<file path="src/rtl/tqvp_dlmiles_i2c_pkg.sv">
// Shared encodings for the I2C transaction sequencer: element conditions,
// sequencer states and txd element field layout.
package tqvp_dlmiles_i2c_pkg;

  typedef enum logic [1:0] {
    COND_NONE    = 2'b00,
    COND_START   = 2'b01,
    COND_RESTART = 2'b10,
    COND_STOP    = 2'b11
  } cond_e;

  typedef enum logic [3:0] {
    IDLE,
    ADDR,
    REG,
    RADDR,
    WDATA,
    RDATA,
    WAIT_ACK,
    WAIT_RX,
    STOP
  } state_e;

  localparam int unsigned COND_MSB = 10;
  localparam int unsigned COND_LSB = 9;
  localparam int unsigned DIR_BIT  = 8;

  localparam logic DIR_TXD = 1'b0;
  localparam logic DIR_RXD = 1'b1;

  function automatic logic [10:0] make_elem(cond_e c, logic dir, logic [7:0] d);
    logic [10:0] e;
    e                    = '0;
    e[COND_MSB:COND_LSB] = c;
    e[DIR_BIT]           = dir;
    e[7:0]               = d;
    return e;
  endfunction

endpackage

</file>
<file path="src/rtl/tqvp_dlmiles_i2c_seq_wdog.sv">
// Watchdog for the I2C sequencer: counts enabled cycles, saturates at
// all-ones and raises expire while enabled at that value.
module tqvp_dlmiles_i2c_seq_wdog #(
  parameter int unsigned TIMEOUT_W = 12
) (
  input  logic clk,
  input  logic rst,
  input  logic clr,
  input  logic en,
  output logic expire
);

  logic [TIMEOUT_W-1:0] cnt_q;

  always_ff @(posedge clk) begin
    if (rst || clr) begin
      cnt_q <= '0;
    end else if (en && (cnt_q != '1)) begin
      cnt_q <= cnt_q + TIMEOUT_W'(1);
    end
  end

  assign expire = en && (cnt_q == '1);

endmodule

</file>
<file path="src/rtl/tqvp_dlmiles_i2c_seq.sv">
// I2C transaction sequencer: expands one command into START/addr/reg/data/STOP
// elements for the bit-level FSM. Optional watchdog: define I2C_SEQ_TIMEOUT_EN.
module tqvp_dlmiles_i2c_seq
  import tqvp_dlmiles_i2c_pkg::*;
#(
  parameter int unsigned LEN_W     = 4,
  parameter int unsigned TIMEOUT_W = 12
) (
  input  logic             clk,
  input  logic             rst,
  input  logic             cmd_valid_i,
  output logic             cmd_ready_o,
  input  logic             cmd_rnw_i,
  input  logic [6:0]       cmd_dev_i,
  input  logic             cmd_reg_en_i,
  input  logic [7:0]       cmd_reg_i,
  input  logic [LEN_W-1:0] cmd_len_i,
  input  logic [7:0]       wr_data_i,
  input  logic             wr_valid_i,
  output logic             wr_ready_o,
  output logic [7:0]       rd_data_o,
  output logic             rd_valid_o,
  output logic [10:0]      txd_o,
  output logic             txd_valid_o,
  input  logic             txd_ready_i,
  input  logic             acknack_i,
  input  logic             acknack_valid_i,
  input  logic [7:0]       rxd_data_i,
  input  logic             rxd_valid_i,
  input  logic             fsm_error_i,
  output logic             busy_o,
  output logic             done_o,
  output logic             err_nack_o,
  output logic             err_bus_o,
  output logic             err_timeout_o
);

  localparam logic [10:0] STOP_ELEM = 11'h600;

  state_e           state_q, state_d, ret_q, ret_d;
  logic             rnw_q, rnw_d, reg_en_q, reg_en_d;
  logic [6:0]       dev_q, dev_d;
  logic [7:0]       reg_q, reg_d, rd_data_q, rd_data_d;
  logic [LEN_W-1:0] cnt_q, cnt_d;
  logic [10:0]      txd_q, txd_d;
  logic             txd_valid_q, txd_valid_d, rd_valid_q, rd_valid_d, done_q, done_d;
  logic             err_nack_q, err_nack_d, err_bus_q, err_bus_d, err_to_q, err_to_d;
  logic             txd_fire, wdog_expire;

  assign txd_fire = txd_valid_q && txd_ready_i;

  always_ff @(posedge clk) begin
    if (rst) begin
      state_q     <= IDLE;
      ret_q       <= IDLE;
      rnw_q       <= 1'b0;
      reg_en_q    <= 1'b0;
      dev_q       <= '0;
      reg_q       <= '0;
      cnt_q       <= '0;
      txd_q       <= '0;
      txd_valid_q <= 1'b0;
      rd_data_q   <= '0;
      rd_valid_q  <= 1'b0;
      done_q      <= 1'b0;
      err_nack_q  <= 1'b0;
      err_bus_q   <= 1'b0;
      err_to_q    <= 1'b0;
    end else begin
      state_q     <= state_d;
      ret_q       <= ret_d;
      rnw_q       <= rnw_d;
      reg_en_q    <= reg_en_d;
      dev_q       <= dev_d;
      reg_q       <= reg_d;
      cnt_q       <= cnt_d;
      txd_q       <= txd_d;
      txd_valid_q <= txd_valid_d;
      rd_data_q   <= rd_data_d;
      rd_valid_q  <= rd_valid_d;
      done_q      <= done_d;
      err_nack_q  <= err_nack_d;
      err_bus_q   <= err_bus_d;
      err_to_q    <= err_to_d;
    end
  end

  always_comb begin
    state_d     = state_q;
    ret_d       = ret_q;
    rnw_d       = rnw_q;
    reg_en_d    = reg_en_q;
    dev_d       = dev_q;
    reg_d       = reg_q;
    cnt_d       = cnt_q;
    txd_d       = txd_q;
    txd_valid_d = txd_valid_q;
    rd_data_d   = rd_data_q;
    rd_valid_d  = 1'b0;
    done_d      = 1'b0;
    err_nack_d  = err_nack_q;
    err_bus_d   = err_bus_q;
    err_to_d    = err_to_q;

    unique case (state_q)
      IDLE: if (cmd_valid_i) begin
        rnw_d       = cmd_rnw_i;
        reg_en_d    = cmd_reg_en_i;
        dev_d       = cmd_dev_i;
        reg_d       = cmd_reg_i;
        cnt_d       = cmd_len_i;
        err_nack_d  = 1'b0;
        err_bus_d   = 1'b0;
        err_to_d    = 1'b0;
        txd_d       = make_elem(COND_START, DIR_TXD, {cmd_dev_i, cmd_rnw_i & ~cmd_reg_en_i});
        txd_valid_d = 1'b1;
        state_d     = ADDR;
      end
      ADDR, REG, RADDR: if (txd_fire) begin
        txd_valid_d = 1'b0;
        ret_d       = state_q;
        state_d     = WAIT_ACK;
      end
      WDATA: begin
        if (!txd_valid_q) begin
          if (wr_valid_i) begin
            txd_d       = make_elem(COND_NONE, DIR_TXD, wr_data_i);
            txd_valid_d = 1'b1;
            if (cnt_q != '0) cnt_d = cnt_q - LEN_W'(1);
          end
        end else if (txd_ready_i) begin
          txd_valid_d = 1'b0;
          ret_d       = WDATA;
          state_d     = WAIT_ACK;
        end
      end
      RDATA: if (txd_fire) begin
        txd_valid_d = 1'b0;
        state_d     = WAIT_RX;
      end
      WAIT_ACK: if (acknack_valid_i) begin
        txd_valid_d = 1'b1;
        // Next element: register byte, restart, data phase or STOP.
        if (acknack_i) begin
          err_nack_d = 1'b1;
          txd_d      = STOP_ELEM;
          state_d    = STOP;
        end else if (ret_q == ADDR && reg_en_q) begin
          txd_d   = make_elem(COND_NONE, DIR_TXD, reg_q);
          state_d = REG;
        end else if (ret_q == REG && rnw_q) begin
          txd_d   = make_elem(COND_RESTART, DIR_TXD, {dev_q, 1'b1});
          state_d = RADDR;
        end else if (cnt_q == '0) begin
          txd_d   = STOP_ELEM;
          state_d = STOP;
        end else if (rnw_q) begin
          txd_d   = make_elem(COND_NONE, DIR_RXD, {7'b0, cnt_q == LEN_W'(1)});
          state_d = RDATA;
        end else begin
          txd_valid_d = 1'b0;
          state_d     = WDATA;
        end
      end
      WAIT_RX: if (rxd_valid_i) begin
        rd_data_d   = rxd_data_i;
        rd_valid_d  = 1'b1;
        txd_valid_d = 1'b1;
        if (cnt_q != '0) cnt_d = cnt_q - LEN_W'(1);
        if (cnt_q <= LEN_W'(1)) begin
          txd_d   = STOP_ELEM;
          state_d = STOP;
        end else begin
          txd_d   = make_elem(COND_NONE, DIR_RXD, {7'b0, cnt_q == LEN_W'(2)});
          state_d = RDATA;
        end
      end
      STOP: if (txd_fire) begin
        txd_valid_d = 1'b0;
        done_d      = 1'b1;
        state_d     = IDLE;
      end
      default: state_d = IDLE;
    endcase

    if (state_q != IDLE) begin
      if (fsm_error_i) begin
        err_bus_d   = 1'b1;
        txd_valid_d = 1'b0;
        rd_valid_d  = 1'b0;
        rd_data_d   = rd_data_q;
        cnt_d       = cnt_q;
        done_d      = 1'b0;
        state_d     = IDLE;
      end else if (wdog_expire && !(state_q == WAIT_ACK && acknack_valid_i)
                   && !(state_q == WAIT_RX && rxd_valid_i)) begin
        err_to_d    = 1'b1;
        txd_valid_d = 1'b0;
        state_d     = IDLE;
      end
    end
  end

`ifdef I2C_SEQ_TIMEOUT_EN
  logic wdog_en;
  assign wdog_en = (state_q == WAIT_ACK) || (state_q == WAIT_RX) || (txd_valid_q && !txd_ready_i);

  tqvp_dlmiles_i2c_seq_wdog #(
    .TIMEOUT_W(TIMEOUT_W)
  ) u_wdog (
    .clk   (clk),
    .rst   (rst),
    .clr   (state_d != state_q),
    .en    (wdog_en),
    .expire(wdog_expire)
  );
`else
  assign wdog_expire = 1'b0;
`endif

  assign cmd_ready_o   = (state_q == IDLE);
  assign busy_o        = (state_q != IDLE);
  assign wr_ready_o    = (state_q == WDATA) && !txd_valid_q;
  assign txd_o         = txd_q;
  assign txd_valid_o   = txd_valid_q;
  assign rd_data_o     = rd_data_q;
  assign rd_valid_o    = rd_valid_q;
  assign done_o        = done_q;
  assign err_nack_o    = err_nack_q;
  assign err_bus_o     = err_bus_q;
  assign err_timeout_o = err_to_q;

endmodule

</file>
<file path="config.mk">
export PLATFORM = sky130hd
export DESIGN_NAME = tqvp_dlmiles_i2c_seq
export DESIGN_NICKNAME = d
export VERILOG_FILES = /design/src/rtl/tqvp_dlmiles_i2c_pkg.sv /design/src/rtl/tqvp_dlmiles_i2c_seq_wdog.sv /design/src/rtl/tqvp_dlmiles_i2c_seq.sv
export SDC_FILE = /design/constraint.sdc
export NUM_CORES = 1
export LEC_CHECK = 0
export ABC_AREA = 1
export BUFFER_PORTS_ARGS = -buffer_cell sky130_fd_sc_hd__buf_2
export CAP_MARGIN = 5
export CORE_MARGIN = 3
export CORE_UTILIZATION = 55
export CTS_BUF_LIST = sky130_fd_sc_hd__clkbuf_4
export DETAILED_ROUTE_END_ITERATION = 16
export MAX_ROUTING_LAYER = met4
export PLACE_DENSITY_LB_ADDON = 0.15
export SYNTH_ARGS = -nofsm -noshare
export SYNTH_HDL_FRONTEND = slang
export SYNTH_HIERARCHICAL = 1
export SYNTH_SLANG_ARGS = --single-unit
</file>
<file path="constraint.sdc">
create_clock -name clk -period 1.9 [get_ports clk]
set_input_delay 0.285 -clock clk [delete_from_list [all_inputs] [get_ports clk]]
set_output_delay 0.285 -clock clk [all_outputs]
set_load 0.02 [all_outputs]
</file>
==> flow_summary_export.csv, run 1 <==
group,metric,value,unit
detailed_routing,viasPerCell,5.30,
logic_synthesis,synth_top_family_by_area,"simple AND/OR/NAND/NOR gates",
logic_synthesis,ys_seq_area_share,37.4,%
place,place_congestion,0.967,
timing,slew_violations,0,
global_routing,grt_max_degree,24,
logic_synthesis,synth.top_cells.by_area,"dfxtp_1, nand2_1, nor2_1",
logic_synthesis,synth_area_per_cell,6.50,um^2
clocking,cts_tree,"done",
timing,rsz0062_at_grt,"true",
detailed_routing,ant_nets,0,
logic_synthesis,synthCells,436,
cells_and_area,drive_above_1_share,23.3,%
timing,final-hold-violation-count,0,
worst_setup_path,cp-end-kind,"output port",
detailed_routing,drt-pass1-iter-count,5,
place,hpwl,5780,um
logic_synthesis,yosysUniqueCellTypes,29,
power,leakage,1.66,nW
cells_and_area,layout.nets,565,
place,place_worst_setup_slack,0.152,ns
power,max-vdd-ir-drop,0.000607,V
clocking,clockRootBuffer,"clkbuf_4",
logic_synthesis,syn_area,2840,um^2
detailed_routing,wl_per_cell,13.1,um
global_routing,grt_use_total,25.5,%
timing,period_minus_slack,1.76,ns
power,power_density,719,nW/um^2
logic_synthesis,yosysWarnings,6,
cells_and_area,area_growth_syn_to_layout,19.5,%
logic_synthesis,yosys_most_used_dff,"dfxtp_1",
cells_and_area,fin_util,69.9,%
clocking,clockBufferDepth,2,
die,die-area,6050,um^2
detailed_routing,drc,0,
cells_and_area,diodes,0,
timing,finalCritPeriodShare,92.9,%
die,initial_core_util,58.5,%
logic_synthesis,synth-seq-cells,53,
logic_synthesis,yosysMostFrequentCell,"nand2_1",
detailed_routing,drtIter0Drc,278,
logic_synthesis,synth_compound_area_share,12.7,%
logic_synthesis,syn-num-nets,486,
die,io_pins,74,
worst_setup_path,required,1.62,ns
global_routing,antenna_found_initial,0,
clocking,clk_pin_slew,0.16,ns
logic_synthesis,yosys.area_share.simple,39.6,%
logic_synthesis,ys_top_cells_by_count,"nand2_1, nor2_1, dfxtp_1, nand3_1, o21ai_0",
clocking,clk_latency,0.39,ns
logic_synthesis,async_reset_ff_share,0,%
timing,skew,0.00819,ns
logic_synthesis,synth_edf_count,0,
worst_setup_path,critical_path_arrival,1.48,ns
logic_synthesis,synth_xor_area_share,0.618,%
global_routing,grt_pass1_wl,12200,um
timing,max_freq,567,MHz
clocking,cts_sinks,53,
timing,layout_setup_ws,0.136,ns
logic_synthesis,synth_mux_area_share,0,%
outcome,status,"finished clean",
clocking,cts_buffers,5,
clocking,cts_max_level,2,
die,die_x,77.8,um
worst_setup_path,cp_max_fo,7,
flow_run,timing.max_cap.violations,0,
global_routing,grt_pass1_vias,2695,
worst_hold_path,min_path_type,"input pin to register",
logic_synthesis,synthAdderAreaFrac,1.77,%
detailed_routing,vias,3089,
die,coreArea,4850,um^2
detailed_routing,totalWireLength,7630,um
logic_synthesis,yosysTopAreaCellShare,37.4,%
place,io_buffer_count,72,
die,rows,25,
worst_setup_path,crit_type,"register to output port",
logic_synthesis,synth_top_area_cell,"dfxtp_1",
die,die_h,77.8,um
worst_setup_path,startpoint_type,"register",
global_routing,grt_overflow,0,
timing,setup_viol_count_final,0,
## critical path, stage by stage, from the launching register on
cell and delay [ns]:
dfxtp_1 0.47, inv_2 0.09, nor2_4 0.18, nand2_1 0.10, nor2_1 0.09, buf_2 0.16
## routing by layer
layer	routed length [um]	track usage (%)	vias to the layer above
li1	-	-	1567
met1	3530	33.9	1391
met2	3450	39.6	120
met3	554	5.34	11
met4	98	6.76	0
met5	0	-	-
## report_power, final
group	total (mW)	internal [mW]	switching, mW
logic	0.627	0.227	0.400
clock network	0.540	0.152	0.388
registers	1.27	1.20	0.0653
total	2.43	1.58	0.854
## kinds of logic after synthesis
family                     after synthesis
adders and majority gates                4
xor gates and xnor gates                 2
AOI/OAI and AO/OA                       70
buffers and inverters                   52
other                                    1
and+or+nand+nor                        254
DFF                                     53
## area by class of cell
class                      instances  area (um^2)
inverter                          38          146
sequential                        53         1060
clock buffer                       5         37.5
timing repair inverter             1         7.51
tap                               67         83.8
clock inverter                     3         25.0
multi-input combinational        331         1570
timing repair buffer              85          458
fill                             484         1460
## layout by cell type (no fill, tap or decap), types with 2 or more instances in the layout
master,n
a21oi_1,28
a31oi_1,3
buf_2,72
buf_4,13
clkbuf_4,5
clkinvlp_4,3
dfxtp_1,51
dfxtp_2,2
ha_1,4
inv_1,31
inv_2,6
nand2_1,105
nand2_2,2
nand3_1,43
nand3b_1,4
nand4_1,7
nor2_1,72
nor2_2,6
nor2_4,5
nor3_1,6
o21ai_0,36
o21bai_1,2
## through the flow
| step | power (mW) | std cells | instance area (um^2) | setup TNS [ns] | hold WS, ns |
|---|---|---|---|---|---|
| final | 2.43 | 583 | 3390 | 0 | 0.110 |
| after global routing | 2.58 | 583 | 3390 | -0.00686 | 0.111 |
| after global placement | 1.89 | 573 | 3290 | 0 | 0.428 |
| after floorplan | 1.71 | 436 | 2840 | 0 | 0.419 |
| after CTS | 2.42 | 581 | 3360 | 0 | 0.106 |
| after detailed placement | 1.90 | 573 | 3290 | 0 | 0.429 |
## timing repair
item	4_1_cts	5_1_grt
endpoints found under the hold margin	0	0
setup endpoints to repair	0	6
setup buffers	0	1
gates resized for setup	0	7
hold buffers	0	0
## path summary, 6_finish.rpt
check	start	endpoint	slack (ns)	depth (start not counted)
worst max-delay path	state_q[2]	wr_ready_o	0.14	5
worst min register to register	ret_q[3]	ret_q[3]	0.45	2
worst min-delay path	cmd_reg_i[2]	reg_q[2]	0.11	3
worst max register to register	state_q[0]	rnw_q	0.14	7
## sequential cells by signal, summed over array words and instances (netlist names)
| name | cells |
|---|---|
| txd_valid_o | 1 |
| txd_o | 11 |
| done_o | 1 |
| rd_data_o | 8 |
| state_q | 4 |
| err_nack_o | 1 |
| cnt_q | 4 |
| err_bus_o | 1 |
| rnw_q | 1 |
| dev_q | 7 |
| rd_valid_o | 1 |
| reg_en_q | 1 |
| ret_q | 4 |
| reg_q | 8 |
Power figures use the tool's default switching activity.
==> run 2, diff against run 1 <==
--- a/config.mk
+++ b/config.mk
@@ -9,8 +9,7 @@
 export BUFFER_PORTS_ARGS = -buffer_cell sky130_fd_sc_hd__buf_2
 export CAP_MARGIN = 5
 export CORE_MARGIN = 3
-export CORE_UTILIZATION = 55
-export CTS_BUF_LIST = sky130_fd_sc_hd__clkbuf_4
+export CORE_UTILIZATION = 53
 export DETAILED_ROUTE_END_ITERATION = 16
 export MAX_ROUTING_LAYER = met4
 export PLACE_DENSITY_LB_ADDON = 0.15
==> flow_summary_export.csv, run 2 (synthesis results as in run 1) <==
group,metric,value,unit
timing,fin_setup_tns,0,ns
detailed_routing,totalWireLength,7880,um
clocking,cts_buffers,5,
worst_setup_path,reg2reg_setup_slack,0.13,ns
place,place_congestion,0.934,
die,io_pins,74,
worst_setup_path,cpMostUsedCell,"nor2_1",
cells_and_area,fin_util,69.7,%
clocking,cts_tree,"done",
die,die-area,6260,um^2
cells_and_area,final_cell_mix,"nand2_1, nor2_1, buf_2",
timing,final-hold-violation-count,0,
global_routing,grt_pass1_vias,2762,
clocking,cts_max_level,2,
place,place_inst,573,
die,coreArea,4940,um^2
timing,max_freq,564,MHz
cells_and_area,ff_latch_area,1060,um^2
worst_setup_path,slowest_stage,"dfxtp_2",
global_routing,grt_use_total,26.5,%
timing,slew_violations,0,
cells_and_area,fillers,472,
cells_and_area,final_cells,583,
worst_setup_path,crit_chain,"nor2_4 -> nand2_1 -> nor2_2 -> clkinvlp_4 -> buf_4 -> nor2_1 -> nor2_1",
cells_and_area,layout.nets,565,
global_routing,grt_max_degree,29,
clocking,cts_sinks,53,
detailed_routing,viasPerCell,5.28,
worst_setup_path,critPathTopFamily,"simple AND/OR/NAND/NOR gates",
timing,finalCritPeriodShare,93.3,%
place,io_buffer_count,72,
cells_and_area,area_growth_syn_to_layout,21.5,%
worst_setup_path,slowest_delay,0.38,ns
place,hpwl,5830,um
worst_setup_path,cp-end-kind,"register",
timing,skew,0.00408,ns
detailed_routing,drc,0,
die,die_x,79.1,um
worst_setup_path,required,2.11,ns
flow_run,timing.max_cap.violations,0,
power,total_power,2.68,mW
detailed_routing,ant_nets,0,
detailed_routing,drtIter0Drc,297,
cells_and_area,drive_above_1_share,23.3,%
global_routing,antenna_found_initial,0,
timing,setup_viol_count_final,0,
clocking,clockBufferDepth,2,
global_routing,grt_pass1_wl,12800,um
detailed_routing,wl_per_cell,13.5,um
global_routing,grt_overflow,0,
clocking,clk_latency,0.31,ns
cells_and_area,multi_input_area,1570,um^2
worst_hold_path,min_path_type,"input pin to register",
power,max-vdd-ir-drop,0.000577,V
timing,period_minus_slack,1.77,ns
die,rows,25,
worst_setup_path,cp_max_fo,9,
power,power_density,779,nW/um^2
cells_and_area,largest_reg_flops,11,
clocking,clk_pin_slew,0.09,ns
worst_setup_path,startpoint_type,"register",
outcome,status,"finished clean",
cells_and_area,diodes,0,
worst_setup_path,cp_num_buf_inv,2,
detailed_routing,vias,3079,
worst_setup_path,crit_type,"register to register",
detailed_routing,drt-pass1-iter-count,5,
worst_setup_path,critical_path_arrival,1.99,ns
clocking,clockRootBuffer,"clkbuf_8",
cells_and_area,final_common_cell,"nand2_1",
power,leakage,1.68,nW
die,initial_core_util,57.4,%
die,die_h,79.1,um
[run 2: final timing paths]
kind,startpoint,endpoint,cells after the start
setup / recovery,state_q[1],dev_q[2],7
hold / removal,cmd_reg_i[6],reg_q[6],3
setup reg to reg,state_q[1],dev_q[2],7
hold reg to reg,ret_q[3],ret_q[3],2
[run 2: stage by stage]
stage	instance area (um^2)	hold slack, ns	setup WS, ns
floorplan	2840	0.419	0.259
global placement	3290	0.431	0.0935
detailed placement	3290	0.430	0.0617
CTS	3400	0.189	0.0365
global route	3440	0.186	-0.0322
finish	3440	0.183	0.127
[run 2: metal layers]
layer	part of all wire [%]	wire length [um]	global-route usage, %	up-vias
met5	0	0	-	-
met4	1.5	122	6.53	0
met3	7.5	593	5.90	12
met2	47	3730	43.4	122
met1	44	3430	33.3	1375
li1	-	-	-	1570
[run 2: repair_timing]
action	in CTS	in global routing
setup buffers	0	1
endpoints found under the setup margin	0	18
resized for setup	0	9
hold buffers	0	0
[run 2: worst reg2reg max path: cells and delay by family, from the launching register on]
family	cells	cell delay, ns
buffers and inverters	2	0.48
flip-flops	1	0.38
AND/OR/NAND/NOR	5	0.80
[run 2: area by class of cell]
class | count | share of cell area (%)
Sequential cell | 53 | 30.9
Timing Repair Buffer | 85 | 13.3
Clock buffer | 6 | 2.11
Timing Repair inverter | 1 | 0.218
Tap cell | 67 | 2.43
Multi-Input combinational cell | 331 | 45.7
Inverter | 38 | 4.25
Clock inverter | 2 | 1.13
[run 2: report_power, final]
part	switching (mW)	internal (mW)
clock	0.377	0.396
sequential	0.0646	1.20
combinational	0.414	0.231
total	0.856	1.83
